`src/rtl/hazard_stall_ctrl.sv`:
```
// Stall/flush sequencer for the 5-stage MIPS pipeline: load-use, branch flush,
// mul/div EX occupancy and MEM wait states. Optional perf counter: HAZARD_PERF_CNT_EN.
module hazard_stall_ctrl #(
  parameter int MULDIV_CYCLES = 4,
  parameter int CNT_W         = 4
) (
  input  logic        clk_i,
  input  logic        rst_i,
  input  logic        ID_EX_MemRead,
  input  logic [4:0]  ID_EX_RegisterRt,
  input  logic [4:0]  IF_ID_RegisterRs,
  input  logic [4:0]  IF_ID_RegisterRt,
  input  logic        Branch_Taken,
  input  logic        MulDiv_Start,
  input  logic        Mem_Stall,
  output logic        PC_Write,
  output logic        IF_ID_Write,
  output logic        IF_ID_Flush,
  output logic        ID_EX_Write,
  output logic        ID_EX_Flush,
  output logic        EX_MEM_Write,
  output logic        EX_MEM_Flush,
  output logic        MEM_WB_Flush,
  output logic        MulDiv_Busy,
  output logic [31:0] Stall_Cycles
);

  typedef enum logic [1:0] {RUN, MULDIV, MD_DONE, MEMWAIT} state_e;

  state_e             state_q, state_d;
  logic [CNT_W-1:0]   cnt_q, cnt_d;
  logic               load_use;

  assign load_use = ID_EX_MemRead && (ID_EX_RegisterRt != 5'd0) &&
                    ((ID_EX_RegisterRt == IF_ID_RegisterRs) ||
                     (ID_EX_RegisterRt == IF_ID_RegisterRt));

  always_comb begin
    // NOTE: every output and next-state signal gets a default first, so no
    // path through the branches below can leave one unassigned (no latches).
    PC_Write     = 1'b1;
    IF_ID_Write  = 1'b1;
    ID_EX_Write  = 1'b1;
    EX_MEM_Write = 1'b1;
    IF_ID_Flush  = 1'b0;
    ID_EX_Flush  = 1'b0;
    EX_MEM_Flush = 1'b0;
    MEM_WB_Flush = 1'b0;
    MulDiv_Busy  = 1'b0;
    state_d      = state_q;
    cnt_d        = cnt_q;

    if (rst_i) begin
      PC_Write     = 1'b0;
      IF_ID_Write  = 1'b0;
      ID_EX_Write  = 1'b0;
      EX_MEM_Write = 1'b0;
      IF_ID_Flush  = 1'b1;
      ID_EX_Flush  = 1'b1;
      EX_MEM_Flush = 1'b1;
      MEM_WB_Flush = 1'b1;
      state_d      = RUN;
      cnt_d        = '0;
    end else if (Mem_Stall) begin
      PC_Write     = 1'b0;
      IF_ID_Write  = 1'b0;
      ID_EX_Write  = 1'b0;
      EX_MEM_Write = 1'b0;
      MEM_WB_Flush = 1'b1;
      if (state_q == MULDIV) begin
        // The mul/div keeps running underneath the memory wait.
        cnt_d = (cnt_q != '0) ? cnt_q - CNT_W'(1) : '0;
      end else begin
        state_d = MEMWAIT;
      end
    end else if (state_q == MULDIV && cnt_q != '0) begin
      PC_Write     = 1'b0;
      IF_ID_Write  = 1'b0;
      ID_EX_Write  = 1'b0;
      EX_MEM_Flush = 1'b1;
      MulDiv_Busy  = 1'b1;
      cnt_d        = cnt_q - CNT_W'(1);
      if (cnt_q == CNT_W'(1)) state_d = MD_DONE;
    end else if (state_q == RUN && MulDiv_Start) begin
      PC_Write     = 1'b0;
      IF_ID_Write  = 1'b0;
      ID_EX_Write  = 1'b0;
      EX_MEM_Flush = 1'b1;
      MulDiv_Busy  = 1'b1;
      cnt_d        = CNT_W'(MULDIV_CYCLES - 2);
      state_d      = (MULDIV_CYCLES > 2) ? MULDIV : MD_DONE;
    end else begin
      // RUN, MD_DONE, a released MEMWAIT, or a MULDIV whose count expired
      // during a memory wait (that cycle acts as its MD_DONE).
      state_d = RUN;
      if (load_use) begin
        PC_Write    = 1'b0;
        IF_ID_Write = 1'b0;
        ID_EX_Flush = 1'b1;
      end else if (Branch_Taken) begin
        IF_ID_Flush = 1'b1;
      end
    end
  end

  always_ff @(posedge clk_i) begin
    // NOTE: sequential state uses non-blocking assignments so all registers
    // update together from pre-edge values.
    state_q <= state_d;
    cnt_q   <= cnt_d;
  end

`ifdef HAZARD_PERF_CNT_EN
  logic [31:0] stall_cnt_q;

  always_ff @(posedge clk_i) begin
    if (rst_i) begin
      stall_cnt_q <= '0;
    end else if (!PC_Write && stall_cnt_q != 32'hFFFF_FFFF) begin
      stall_cnt_q <= stall_cnt_q + 32'd1;
    end
  end

  assign Stall_Cycles = stall_cnt_q;
`else
  assign Stall_Cycles = 32'd0;
`endif

endmodule

```
`config.mk`:
```
export PLATFORM = sky130hd
export DESIGN_NAME = hazard_stall_ctrl
export DESIGN_NICKNAME = d
export VERILOG_FILES = /design/src/rtl/hazard_stall_ctrl.sv
export SDC_FILE = /design/constraint.sdc
export NUM_CORES = 1
export LEC_CHECK = 0
export ABC_AREA = 0
export ABC_CLOCK_PERIOD_IN_PS = 4600
export BUFFER_PORTS_ARGS = -buffer_cell sky130_fd_sc_hd__buf_4
export CAP_MARGIN = 10
export CORE_UTILIZATION = 35
export CTS_CLUSTER_SIZE = 20
export DETAILED_ROUTE_END_ITERATION = 12
export HOLD_SLACK_MARGIN = 0.03
export PLACE_DENSITY = 0.7
export SETUP_SLACK_MARGIN = 0.2
export SYNTH_ARGS = -nofsm -noshare
export SYNTH_HDL_FRONTEND = slang
export SYNTH_SLANG_ARGS = --single-unit
```
`constraint.sdc`:
```
create_clock -name clk_i -period 4.6 [get_ports clk_i]
set_input_delay 0.92 -clock clk_i [delete_from_list [all_inputs] [get_ports clk_i]]
set_output_delay 0.92 -clock clk_i [all_outputs]
set_load 0.005 [all_outputs]
```
# After elaboration in Yosys (flattened, before gate mapping)
# Index checks and enable logic that the tools add are counted.
# word_totals
word_cells	60
ff_bits	6
output_inout_bits	41
input_bits	21
# op_classes
eq_ne	7
reduce_logical	11
muxes	39
addsub	1
# ops
op	count
1-bit two-way mux	30
4-bit two-way mux	5
5-bit equality test	2
2-bit two-way mux	4
5-bit nonzero test	1
4-bit by 1-bit equality test with 1-bit output (second input constant)	1
1-bit logical AND	4
2-bit AND reduction	2
4-bit nonzero test	1
4-bit by 1-bit subtractor with 4-bit output (second input constant)	1
3-bit by 2-bit inequality test with 1-bit output (second input constant)	1
3-bit nonzero test	1
2-bit by 1-bit equality test with 1-bit output (second input constant)	1
2-bit logical NOT	1
2-bit by 1-bit inequality test with 1-bit output (second input constant)	1
2-bit inequality test (second input constant)	1
1-bit logical OR	1

# Longest topological paths before layout
# Gate-level depths: netlist of the first run.
# depth
ltp_word	8
mapped_depth	6

# Least setup slack after synthesis of the first run
# Ideal clock, no wire load.
# synth_path
kind	in2out
from	input port ID_EX_RegisterRt[1]
to	output port PC_Write
setup_slack_ns	1.636
n_path_buf	1
required_time_ns	3.680
cell_stages	4
t_arrival_ns	2.044
path_cell_list	or4_1 -> o21a_1 -> a21boi_0 -> buf_4
# synth_between
elab_chain_cells	8
word_cells_on_any_way	11
classes_between	eq/ne: 2; mux: 5; reduce/logical: 4
# synth_rtl
element	line_no	rtl
start: declaration	10	input logic [4:0] ID_EX_RegisterRt,
5-bit equality test, or another cell as far along	35	((ID_EX_RegisterRt == IF_ID_RegisterRs) ||
1-bit logical OR / 1-bit logical AND (equally long branches)	35, 34	
1-bit logical AND (*)	34	assign load_use = ID_EX_MemRead && (ID_EX_RegisterRt != 5'd0) &&
1-bit two-way mux (*) (5 in a row)	-	
end: declaration	16	output logic PC_Write,
# Mark *: on every way between the ends. The rest lies on a longest branch, timed or not.

# Worst setup path after layout of the first run
# layout_path
from	input port ID_EX_RegisterRt[1]
to	output port PC_Write
# layout_between
elab_chain_cells	8
word_cells_on_any_way	11
classes_between	eq/ne: 2; mux: 5; reduce/logical: 4
# layout_rtl
element	line_no	rtl
5-bit equality test, or another cell as far along	35	
1-bit logical OR / 1-bit logical AND (equally long branches)	35, 34	
1-bit logical AND (*)	34	
1-bit two-way mux (*)	96	if (load_use) begin
1-bit two-way mux (*)	84	end else if (state_q == RUN && MulDiv_Start) begin
1-bit two-way mux (*)	76	end else if (state_q == MULDIV && cnt_q != '0) begin
1-bit two-way mux (*)	64	end else if (Mem_Stall) begin
1-bit two-way mux (*)	53	if (rst_i) begin
# Marks and branches as above.

==> results of run 1 <==
## per-stage QoR
stage	utilization [%]	std cells	total power, mW	setup slack [ps]	cell area, um2
3_3_place_gp	42.7	162	0.181	1540	972
5_1_grt	43.7	165	0.258	1460	995
6_report	43.7	165	0.235	1520	995
3_5_place_dp	42.7	162	0.185	1530	972
2_1_floorplan	-	140	0.167	1640	985
4_1_cts	43.7	165	0.237	1510	995
## report_power, final
part           switching [mW]  internal, mW
Sequential            0.00971        0.0602
Combinational          0.0568        0.0576
Clock                  0.0215        0.0297
## placed cells by master, fill, tap and decap left out, types with 2 or more instances in the layout
cell type,n
sky130_fd_sc_hd__nand2_1,7
sky130_fd_sc_hd__nand4_1,2
sky130_fd_sc_hd__a21oi_1,5
sky130_fd_sc_hd__a211o_2,3
sky130_fd_sc_hd__nand3_1,2
sky130_fd_sc_hd__xnor2_1,11
sky130_fd_sc_hd__buf_4,29
sky130_fd_sc_hd__clkbuf_4,3
sky130_fd_sc_hd__ha_1,3
sky130_fd_sc_hd__nor2_1,7
sky130_fd_sc_hd__conb_1,32
sky130_fd_sc_hd__inv_1,6
sky130_fd_sc_hd__dfxtp_1,6
## cell families (layout without fill, tap and decap cells)
logic type | count (synthesis) | in the layout
buf+inv | 41 | 38
simple gates | 27 | 27
compound gates | 19 | 19
xor+xnor | 11 | 11
flops | 6 | 6
fa+ha+maj | 3 | 3
other cells | 1 | 32
mux | 1 | 1
## worst reg2reg max path: stages (launching register included)
cell	delay, ps
sky130_fd_sc_hd__dfxtp_1	390
sky130_fd_sc_hd__inv_1	90
sky130_fd_sc_hd__ha_1	250
sky130_fd_sc_hd__and4bb_4	240
sky130_fd_sc_hd__o41ai_4	440
sky130_fd_sc_hd__a211o_2	200
sky130_fd_sc_hd__nand2_1	40
## worst max-delay path by stage
| stage | start | end | slack, ps | cells after the start |
|---|---|---|---|---|
| floorplan | ID_EX_RegisterRt[1] | PC_Write | 1640 | 4 |
| global placement | ID_EX_RegisterRt[1] | IF_ID_Write | 1540 | 5 |
| detailed placement | ID_EX_RegisterRt[1] | PC_Write | 1530 | 5 |
| CTS | ID_EX_RegisterRt[1] | PC_Write | 1510 | 5 |
| global route | ID_EX_RegisterRt[1] | PC_Write | 1460 | 5 |
| finish | ID_EX_RegisterRt[1] | PC_Write | 1520 | 5 |
## flip-flops by register name (all words and copies together) (netlist names)
signal	cells
state_q	2
cnt_q	4
## Yosys cell counts, drive strengths merged (2+ instances only)
master,instances
a211o,3
a21oi,5
buf,33
clkbuf,2
dfxtp,6
ha,3
inv,6
nand2,7
nand3,2
nand4,2
nor2,7
xnor2,11
## area by class of cell
class	instances	area, um2	share of cell area [%]
timing repair buffer	29	218	21.9
tap	28	35.0	3.52
clock buffer	3	22.5	2.26
sequential	6	120	12.1
inverter	6	22.5	2.26
multi-input combinational	93	577	58.0
## metal layers
layer	up-vias	part of all wire, %	wire (um)
met3	4	7.8	133
met4	0	2.5	43
met2	37	46	793
li1	365	-	-
met5	-	0	0
met1	334	43	736
==> metrics.cfg, run 1 <==
[global_routing]
via_count_of_the_first_global_routing_pass=634
antenna_found_initial=0
grt_first_pass_wirelength_mm=2.77
grt_use_total_pct=14.3
globalRoute.busiestLayer=met2
met2_track_demand_over_resource_in_global_routing_pct=22.9
grt.overflow.total=0
grt_start_max_net_pins=12
grt_util_met1_pct=17.2
gr-usage-met3_pct=2.34

[worst_hold_path]
hold_depth=1
min-delay-start=cnt_q[1]
worstHoldEndpoint=cnt_q[1]
worstHoldPathType=flop to flop

[floorplanning]
initial_utilization_pct=38.2
io_pins=62
core_region_area_um2=2280
rows=17
die_area_um2=2680
die_height_um=51.8
die_x_um=51.8

[synth]
commonest_register_cell_after_synthesis=sky130_fd_sc_hd__dfxtp_1
post_synth_mux_area_share_pct=1.15
yosys.area_share.simple_pct=17.6
synthesis.area_per_instance_um2=7.97
synth_sequential_area_ratio_pct=13.8
ys_seq_elements=6
synth_enable_flop_cells=0
synthesis.instances=109
post_synth_xor_area_fraction_pct=11.1
ys_top_cells_by_area=sky130_fd_sc_hd__buf_4, sky130_fd_sc_hd__dfxtp_1, sky130_fd_sc_hd__xnor2_1
ys_async_sr_fraction_pct=0
yosys.area.top_type=sky130_fd_sc_hd__buf_4
synth-compound-area-share_pct=18.4
post_synthesis_cell_area_um2=868
synth_top_family_by_area=buffers and inverters
adder_cell_share_of_the_synthesized_area_pct=4.32
yosys.area.top_type_share_pct=28.5
yosys.cell_types.count=35
synth.yosys.warnings=0

[outcome]
status=completed

[clocking]
cts_htree_levels=1
ctsResizeCount=0
post_cts_buffers=0
clk_latency_ps=250
tritoncts_num_sinks=6
cts-buffers-inserted=3
cts.path.max_buffers=2
post_cts_hold_buffer_count=0
clk_pin_slew_ps=50
cts_tree=yes
root_buffer=sky130_fd_sc_hd__clkbuf_4

[placement]
dpl_hpwl_mm=1.44
quantity_of_i_o_buffers_inserted_on_ports=29
gpl.final_weighted_congestion=0.817

[critical_path]
cp-start-kind=input port
worst_ep_arrival_time_ps=2160
worstPathRequired_ps=3680
rr_worst_depth=6
critical-path-top-delay-family=simple AND/OR/NAND/NOR gates
maximum_fanout_count_along_the_critical_path=3
r2r-end=cnt_q[3]
worst_r2r_startpoint=cnt_q[0]
timing.critical_path.mode_cell=sky130_fd_sc_hd__buf_4
setup.reg_to_reg.worst_slack_ps=2840
critPathBufInv=2
slowest_delay_ps=520
crit_type=input port to output pin
critical-path-slowest-cell=sky130_fd_sc_hd__or4_1
cp_cell_sequence=buf_4 -> or4_1 -> o21a_1 -> a21boi_0 -> buf_4
critPathCaptureType=output pin

[drt]
drt_pre_antenna_iters=4
detailroute.via_count=740
wirelength_mm=1.71
detail_route.wl_per_cell_um=10.3
post_drt_via_cell_ratio=4.48
antenna_violating_nets_post_route=0
route.detailed.drc=0
drt_first_iter_violations=12

[final_layout]
final_layout_size_suffix_gt1_share_pct=29.2
fill_cells=230
syn_to_final_growth_pct=14.6
fin_nets=163
antenna-diode-count=0

[timing]
worst_clock_skew_ps=4.57
worst_hold_slack_ps=564
maxSlewViolCount=0
min_period_ps=3080
setup_viol_count_final=0
timing.final.crit_share_pct=66.9
hold_viol_final=0
rsz0062_at_grt=no
totalNegativeSetupSlack_ps=0
fmax_mhz=325

[power]
cellPowerDensity_nw_per_um2=237
vdd_drop_max_uv=106
p_leak_nw=0.480

[job]
max_cap_viol_count=0

Power figures use the tool's default switching activity.
==> inputs of run 2 (changes only) <==
--- a/config.mk
+++ b/config.mk
@@ -5,15 +5,15 @@
 export SDC_FILE = /design/constraint.sdc
 export NUM_CORES = 1
 export LEC_CHECK = 0
-export ABC_AREA = 0
-export ABC_CLOCK_PERIOD_IN_PS = 4600
+export ABC_AREA = 1
+export ABC_CLOCK_PERIOD_IN_PS = 2700
 export BUFFER_PORTS_ARGS = -buffer_cell sky130_fd_sc_hd__buf_4
 export CAP_MARGIN = 10
 export CORE_UTILIZATION = 35
 export CTS_CLUSTER_SIZE = 20
 export DETAILED_ROUTE_END_ITERATION = 12
 export HOLD_SLACK_MARGIN = 0.03
-export PLACE_DENSITY = 0.7
+export PLACE_DENSITY = 0.72
 export SETUP_SLACK_MARGIN = 0.2
 export SYNTH_ARGS = -nofsm -noshare
 export SYNTH_HDL_FRONTEND = slang
==> constraint.sdc (replaced) <==
create_clock -name clk_i -period 2.7 [get_ports clk_i]
set_input_delay 0.54 -clock clk_i [delete_from_list [all_inputs] [get_ports clk_i]]
set_output_delay 0.54 -clock clk_i [all_outputs]
set_load 0.005 [all_outputs]
==> metrics.cfg, run 2 <==
[outcome]
status=completed

[synth]
yosys.area.top_type_share_pct=26.6  ; -2.0 points
yosys.cell_count.top_type=sky130_fd_sc_hd__nand2_1
synth.yosys.warnings=0  ; unchanged
synthesis.area_per_instance_um2=6.21  ; -22%
ys_top_cells_by_area=sky130_fd_sc_hd__buf_4, sky130_fd_sc_hd__nand2_1, sky130_fd_sc_hd__dfxtp_1
post_synth_mux_area_share_pct=0  ; -1.2 points
synth_enable_flop_cells=0  ; unchanged
ys_async_sr_fraction_pct=0  ; unchanged
ys_seq_elements=6  ; unchanged
post_synthesis_cell_area_um2=932  ; +7.3%
yosys.area.top_type=sky130_fd_sc_hd__buf_4
most_frequent_cells_after_synthesis=sky130_fd_sc_hd__nand2_1, sky130_fd_sc_hd__buf_4, sky130_fd_sc_hd__inv_1, sky130_fd_sc_hd__inv_2, sky130_fd_sc_hd__nor2_1
commonest_register_cell_after_synthesis=sky130_fd_sc_hd__dfxtp_1
synth-compound-area-share_pct=8.46  ; -10 points
yosys.area_share.simple_pct=32.2  ; +15 points
synthesis.instances=150  ; +38%
yosys.cell_types.count=24  ; -31%
synth_sequential_area_ratio_pct=12.9  ; -0.95 points
synth_top_family_by_area=buffers and inverters
post_synth_xor_area_fraction_pct=3.76  ; -7.3 points
adder_cell_share_of_the_synthesized_area_pct=4.03  ; -0.30 points

[power]
cellPowerDensity_nw_per_um2=333  ; +41%
power.combinational.fraction_pct=48.1  ; -0.5 points
p_int_mw=0.223  ; +51%
report.power.total_mw=0.356  ; +51%
p_clk_share_pct=22.7  ; +0.9 points
seq_power_share_pct=29.2  ; -0.5 points
p_leak_nw=0.639  ; +33%
net-switching-power_mw=0.133  ; +51%
vdd_drop_max_uv=238  ; +120%
power.switching_fraction_pct=37.4  ; about the same

[final_layout]
antenna-diode-count=0  ; unchanged
final_layout_size_suffix_gt1_share_pct=30.7  ; +1.5 points
fin_nets=205  ; +26%
layout_cells_excl_fill=209  ; +27%
layout_top_registers=cnt_q (4), state_q (2)
layout_commonest_cell=sky130_fd_sc_hd__nand2_1
max_ffs_per_register=4  ; unchanged
max_flop_register=cnt_q
syn_to_final_growth_pct=14.5  ; about the same
most_frequent_cells_in_the_layout=sky130_fd_sc_hd__nand2_1, sky130_fd_sc_hd__conb_1, sky130_fd_sc_hd__buf_4

[placement]
quantity_of_i_o_buffers_inserted_on_ports=29  ; unchanged
detailedPlace.worstSlack_ps=751  ; -777 ps
gpl.final_weighted_congestion=0.773  ; -5.4%
dpl_hpwl_mm=1.40  ; -3.0%
place.detailed.instances=206  ; +27%

[drt]
drt_pre_antenna_iters=4  ; unchanged
drt_first_iter_violations=8  ; -4
detail_route.wl_per_cell_um=7.66  ; -26%
antenna_violating_nets_post_route=0  ; unchanged
post_drt_via_cell_ratio=3.91  ; -13%
route.detailed.drc=0  ; unchanged
wirelength_mm=1.60  ; -6.3%
detailroute.via_count=817  ; +10%

[critical_path]
critical-path-slowest-cell=sky130_fd_sc_hd__dfxtp_1
worstPathRequired_ps=2160  ; -1520 ps
critPathBufInv=2  ; unchanged
cp_cell_sequence=inv_1 -> ha_1 -> nand3_2 -> nand2_4 -> nand2_2 -> nor2_4 -> a21boi_1 -> buf_4
worst_ep_arrival_time_ps=1550  ; -610 ps
r2r-end=cnt_q[1]
critPathCaptureType=output pin
setup.reg_to_reg.worst_slack_ps=1450  ; -1390 ps
maximum_fanout_count_along_the_critical_path=4  ; +1
critical-path-top-delay-family=simple AND/OR/NAND/NOR gates
worst_r2r_startpoint=cnt_q[0]
crit_type=flop to output pin
slowest_delay_ps=310  ; -210 ps
cp-start-kind=flop
rr_worst_depth=8  ; +2

[clocking]
tritoncts_num_sinks=6  ; unchanged
cts_tree=yes
ctsResizeCount=0  ; unchanged
cts.path.max_buffers=2  ; unchanged
root_buffer=sky130_fd_sc_hd__clkbuf_4
clk_latency_ps=240  ; about the same
post_cts_hold_buffer_count=0  ; unchanged
post_cts_buffers=0  ; unchanged
clk_pin_slew_ps=40  ; about the same
cts_htree_levels=1  ; unchanged
cts-buffers-inserted=3  ; unchanged

[floorplanning]
die_height_um=53.6  ; +3.5%
die_x_um=53.6  ; +3.5%
rows=18  ; +1
io_pins=62  ; unchanged
die_area_um2=2870  ; +7.0%
initial_utilization_pct=37.3  ; -0.87 points
core_region_area_um2=2500  ; +9.8%

[timing]
hold_viol_final=0  ; unchanged
maxSlewViolCount=0  ; unchanged
worst_clock_skew_ps=0.571  ; -4.00 ps
min_period_ps=2090
fmax_mhz=478
totalNegativeSetupSlack_ps=0  ; unchanged
timing.final.crit_share_pct=77.4
setup_slack_ps=609  ; -915 ps
setup_viol_count_final=0  ; unchanged
rsz0062_at_grt=no
worst_hold_slack_ps=471  ; -93.2 ps

[job]
max_cap_viol_count=0  ; unchanged

[global_routing]
grt_first_pass_wirelength_mm=2.45  ; -12%
grt_use_total_pct=12.0  ; -2.4 points
grt_start_max_net_pins=10  ; -2
antenna_found_initial=0  ; unchanged
via_count_of_the_first_global_routing_pass=628  ; -0.95%
grt.overflow.total=0  ; unchanged

[worst_hold_path]
min-delay-start=cnt_q[1]
worstHoldPathType=flop to flop
worstHoldEndpoint=cnt_q[1]
hold_depth=2  ; +1

[run 2: cell types whose count changed after synthesis, moves of 3 or more]
| cell | delta |
|---|---|
| sky130_fd_sc_hd__xnor2_1 | -9 |
| sky130_fd_sc_hd__a21oi_1 | -4 |
| sky130_fd_sc_hd__nand2_2 | +3 |
| sky130_fd_sc_hd__inv_2 | +10 |
| sky130_fd_sc_hd__nand2_1 | +34 |
| sky130_fd_sc_hd__a21oi_2 | +4 |
| sky130_fd_sc_hd__a211o_2 | -3 |
| sky130_fd_sc_hd__nand3_1 | +5 |
| sky130_fd_sc_hd__inv_1 | +10 |
[run 2: final cells by class]
type	instances	area, um2
Inverter	26	97.6
Timing Repair Buffer	29	218
Tap cell	30	37.5
Fill cell	270	1430
Clock buffer	3	22.5
Sequential cell	6	120
Multi-Input combinational cell	115	572
[run 2: power groups by stage]
| stage | logic, mW | registers, mW | clock network (mW) |
|---|---|---|---|
| after floorplan | 0.150 | 0.105 | 0 |
| after global placement | 0.170 | 0.105 | 0 |
| after detailed placement | 0.172 | 0.105 | 0 |
| after CTS | 0.173 | 0.104 | 0.0850 |
| after global routing | 0.197 | 0.105 | 0.0920 |
| final | 0.171 | 0.104 | 0.0807 |
[run 2: how the worst max path moves through the flow]
stage / end / slack [ps] / depth (start not counted) / from
floorplan: PC_Write / 840 / 6 / rst_i
finish: PC_Write / 610 / 8 / cnt_q[0]
global route: IF_ID_Write / 430 / 8 / cnt_q[0]
detailed placement: PC_Write / 750 / 7 / ID_EX_RegisterRt[3]
CTS: PC_Write / 570 / 8 / cnt_q[0]
global placement: IF_ID_Write / 770 / 7 / ID_EX_RegisterRt[3]
[run 2: layer usage]
metal	share of wire [%]	vias up	track usage, %
li1	-	440	-
met1	45	336	15.2
met2	44	35	17.9
met3	7.6	6	1.98
met4	3.3	0	9.21
met5	0	-	0
[run 2: through the flow]
stage / instance area (um2) / utilization (%)
2_1_floorplan: 1050 / -
3_3_place_gp: 1040 / 41.8
3_5_place_dp: 1040 / 41.8
4_1_cts: 1070 / 42.7
5_1_grt: 1070 / 42.7
6_report: 1070 / 42.7
[run 2: worst reg2reg max path: cells and delay by family (launching register included)]
| family | cells | cell delay [ps] |
|---|---|---|
| AO/OA/AOI/OAI | 1 | 50 |
| adder cells (fa/ha/maj) | 1 | 210 |
| buffers and inverters | 1 | 90 |
| flip-flops | 1 | 340 |
| AND/OR/NAND/NOR | 5 | 460 |
[run 2: logic make-up after synthesis]
logic type | Yosys count
AO/OA/AOI/OAI | 9
other | 1
adder cells (fa/ha/maj) | 3
buffers and inverters | 60
AND/OR/NAND/NOR | 67
flip-flops | 6
XOR/XNOR | 4
==> inputs of run 3 (changes only) <==
--- a/config.mk
+++ b/config.mk
@@ -6,14 +6,14 @@
 export NUM_CORES = 1
 export LEC_CHECK = 0
 export ABC_AREA = 1
-export ABC_CLOCK_PERIOD_IN_PS = 2700
+export ABC_CLOCK_PERIOD_IN_PS = 2029
 export BUFFER_PORTS_ARGS = -buffer_cell sky130_fd_sc_hd__buf_4
 export CAP_MARGIN = 10
 export CORE_UTILIZATION = 35
 export CTS_CLUSTER_SIZE = 20
 export DETAILED_ROUTE_END_ITERATION = 12
 export HOLD_SLACK_MARGIN = 0.03
-export PLACE_DENSITY = 0.72
+export PLACE_DENSITY = 0.69
 export SETUP_SLACK_MARGIN = 0.2
 export SYNTH_ARGS = -nofsm -noshare
 export SYNTH_HDL_FRONTEND = slang
==> constraint.sdc (replaced) <==
create_clock -name clk_i -period 2.03 [get_ports clk_i]
set_input_delay 0.406 -clock clk_i [delete_from_list [all_inputs] [get_ports clk_i]]
set_output_delay 0.406 -clock clk_i [all_outputs]
set_load 0.005 [all_outputs]
==> metrics.cfg, run 3 (synthesis gave the netlist of run 2 again) <==
[floorplanning]
rows=18  ; unchanged
initial_utilization_pct=37.3  ; unchanged
core_region_area_um2=2500  ; unchanged
die_x_um=53.6  ; unchanged
die_height_um=53.6  ; unchanged
io_pins=62  ; unchanged
die_area_um2=2870  ; unchanged

[global_routing]
grt_use_total_pct=13.0  ; +1.0 points
grt.overflow.total=0  ; unchanged
antenna_found_initial=0  ; unchanged
grt_start_max_net_pins=10  ; unchanged
grt_first_pass_wirelength_mm=2.70  ; +10%
via_count_of_the_first_global_routing_pass=644  ; +2.5%

[clocking]
cts_tree=yes
cts-buffers-inserted=3  ; unchanged
tritoncts_num_sinks=6  ; unchanged
post_cts_hold_buffer_count=0  ; unchanged
cts_htree_levels=1  ; unchanged
cts.path.max_buffers=2  ; unchanged
clk_latency_ps=240  ; about the same
root_buffer=sky130_fd_sc_hd__clkbuf_4
clk_pin_slew_ps=40  ; about the same

[timing]
setup_viol_count_final=0  ; unchanged
hold_viol_final=0  ; unchanged
timing.final.crit_share_pct=89.6
fmax_mhz=550
worst_clock_skew_ps=0.217  ; -0.354 ps
totalNegativeSetupSlack_ps=0  ; unchanged
rsz0062_at_grt=yes
setup_slack_ps=211  ; -398 ps
maxSlewViolCount=0  ; unchanged
min_period_ps=1820

[critical_path]
critPathCaptureType=output pin
worstPathRequired_ps=1620  ; -540 ps
maximum_fanout_count_along_the_critical_path=4  ; unchanged
crit_type=flop to output pin
cp-start-kind=flop
worst_ep_arrival_time_ps=1410  ; -140 ps

[placement]
quantity_of_i_o_buffers_inserted_on_ports=29  ; unchanged
dpl_hpwl_mm=1.42  ; +1.4%
detailedPlace.worstSlack_ps=312  ; -440 ps
gpl.final_weighted_congestion=0.770  ; -0.39%

[power]
cellPowerDensity_nw_per_um2=448  ; +34%
vdd_drop_max_uv=270  ; +13%
p_leak_nw=0.669  ; +4.8%

[outcome]
status=completed

[final_layout]
max_ffs_per_register=4  ; unchanged
layout_top_registers=cnt_q (4), state_q (2)
most_frequent_cells_in_the_layout=sky130_fd_sc_hd__nand2_1, sky130_fd_sc_hd__buf_4, sky130_fd_sc_hd__conb_1
final_layout_size_suffix_gt1_share_pct=37.0  ; +6.2 points
layout_commonest_cell=sky130_fd_sc_hd__nand2_1
antenna-diode-count=0  ; unchanged
fin_nets=210  ; +2.4%
syn_to_final_growth_pct=23.6
max_flop_register=cnt_q

[drt]
antenna_violating_nets_post_route=0  ; unchanged
drt_first_iter_violations=16  ; +8
detail_route.wl_per_cell_um=8.15  ; +6.5%
drt_pre_antenna_iters=4  ; unchanged
post_drt_via_cell_ratio=3.98  ; +1.7%
detailroute.via_count=851  ; +4.2%
route.detailed.drc=0  ; unchanged
wirelength_mm=1.74  ; +9.0%

[job]
max_cap_viol_count=0  ; unchanged

[worst_hold_path]
worstHoldPathType=input port to flop

[run 3: changes by cell type in the layout (fill, tap and decap cells not counted), sizes merged]
cell	change
buf	+5
[run 3: path summary, 6_finish.rpt]
check        depth (start not counted)  slack, ps          end  startpoint
max                                  8        210  IF_ID_Write    cnt_q[0]
min                                  2        410     cnt_q[1]       rst_i
max reg2reg                          9        620     cnt_q[1]    cnt_q[0]
min reg2reg                          2        470     cnt_q[1]    cnt_q[1]
[run 3: final cells by class]
type                       instances  area, um2
fill                             268       1350
multi-input combinational        115        613
sequential                         6        123
inverter                          26       97.6
clock buffer                       3       22.5
tap                               30       37.5
timing repair buffer              34        259
[run 3: critical path, cell delays in order, from the launching register on]
cell,delay (ps)
sky130_fd_sc_hd__dfxtp_2,330
sky130_fd_sc_hd__inv_2,80
sky130_fd_sc_hd__ha_4,140
sky130_fd_sc_hd__nand3_4,70
sky130_fd_sc_hd__nand2_4,90
sky130_fd_sc_hd__nand2_4,60
sky130_fd_sc_hd__nor2_4,80
sky130_fd_sc_hd__a21boi_4,190
sky130_fd_sc_hd__buf_4,130
[run 3: where the power goes]
group | internal, mW | total [mW] | switching, mW
sequential | 0.131 | 0.140 | 0.00881
clock | 0.0668 | 0.108 | 0.0414
combinational | 0.125 | 0.268 | 0.142
[run 3: routing by layer]
layer  up-vias  global-route usage, %  share of wire, %
met4         0                   5.26                 0
met1       364                   16.4                43
met2        36                   20.8                48
met3         0                   3.39               8.1
met5         -                      0                 0
li1        451                      -                 -
[run 3: per-stage QoR]
stage	cells	area [um2]	power (mW)	util, %	hold slack, ps
after floorplan	181	1050	0.339	-	448
after global placement	206	1040	0.367	41.8	459
after detailed placement	206	1040	0.369	41.8	464
after CTS	212	1110	0.508	44.5	403
after global routing	214	1150	0.567	46.1	404
final	214	1150	0.516	46.1	414
[run 3: timing repair]
action,CTS,global route
setup endpoints to repair,6,5
gates resized for setup,7,6
pin swaps,2,1
setup buffers,3,2
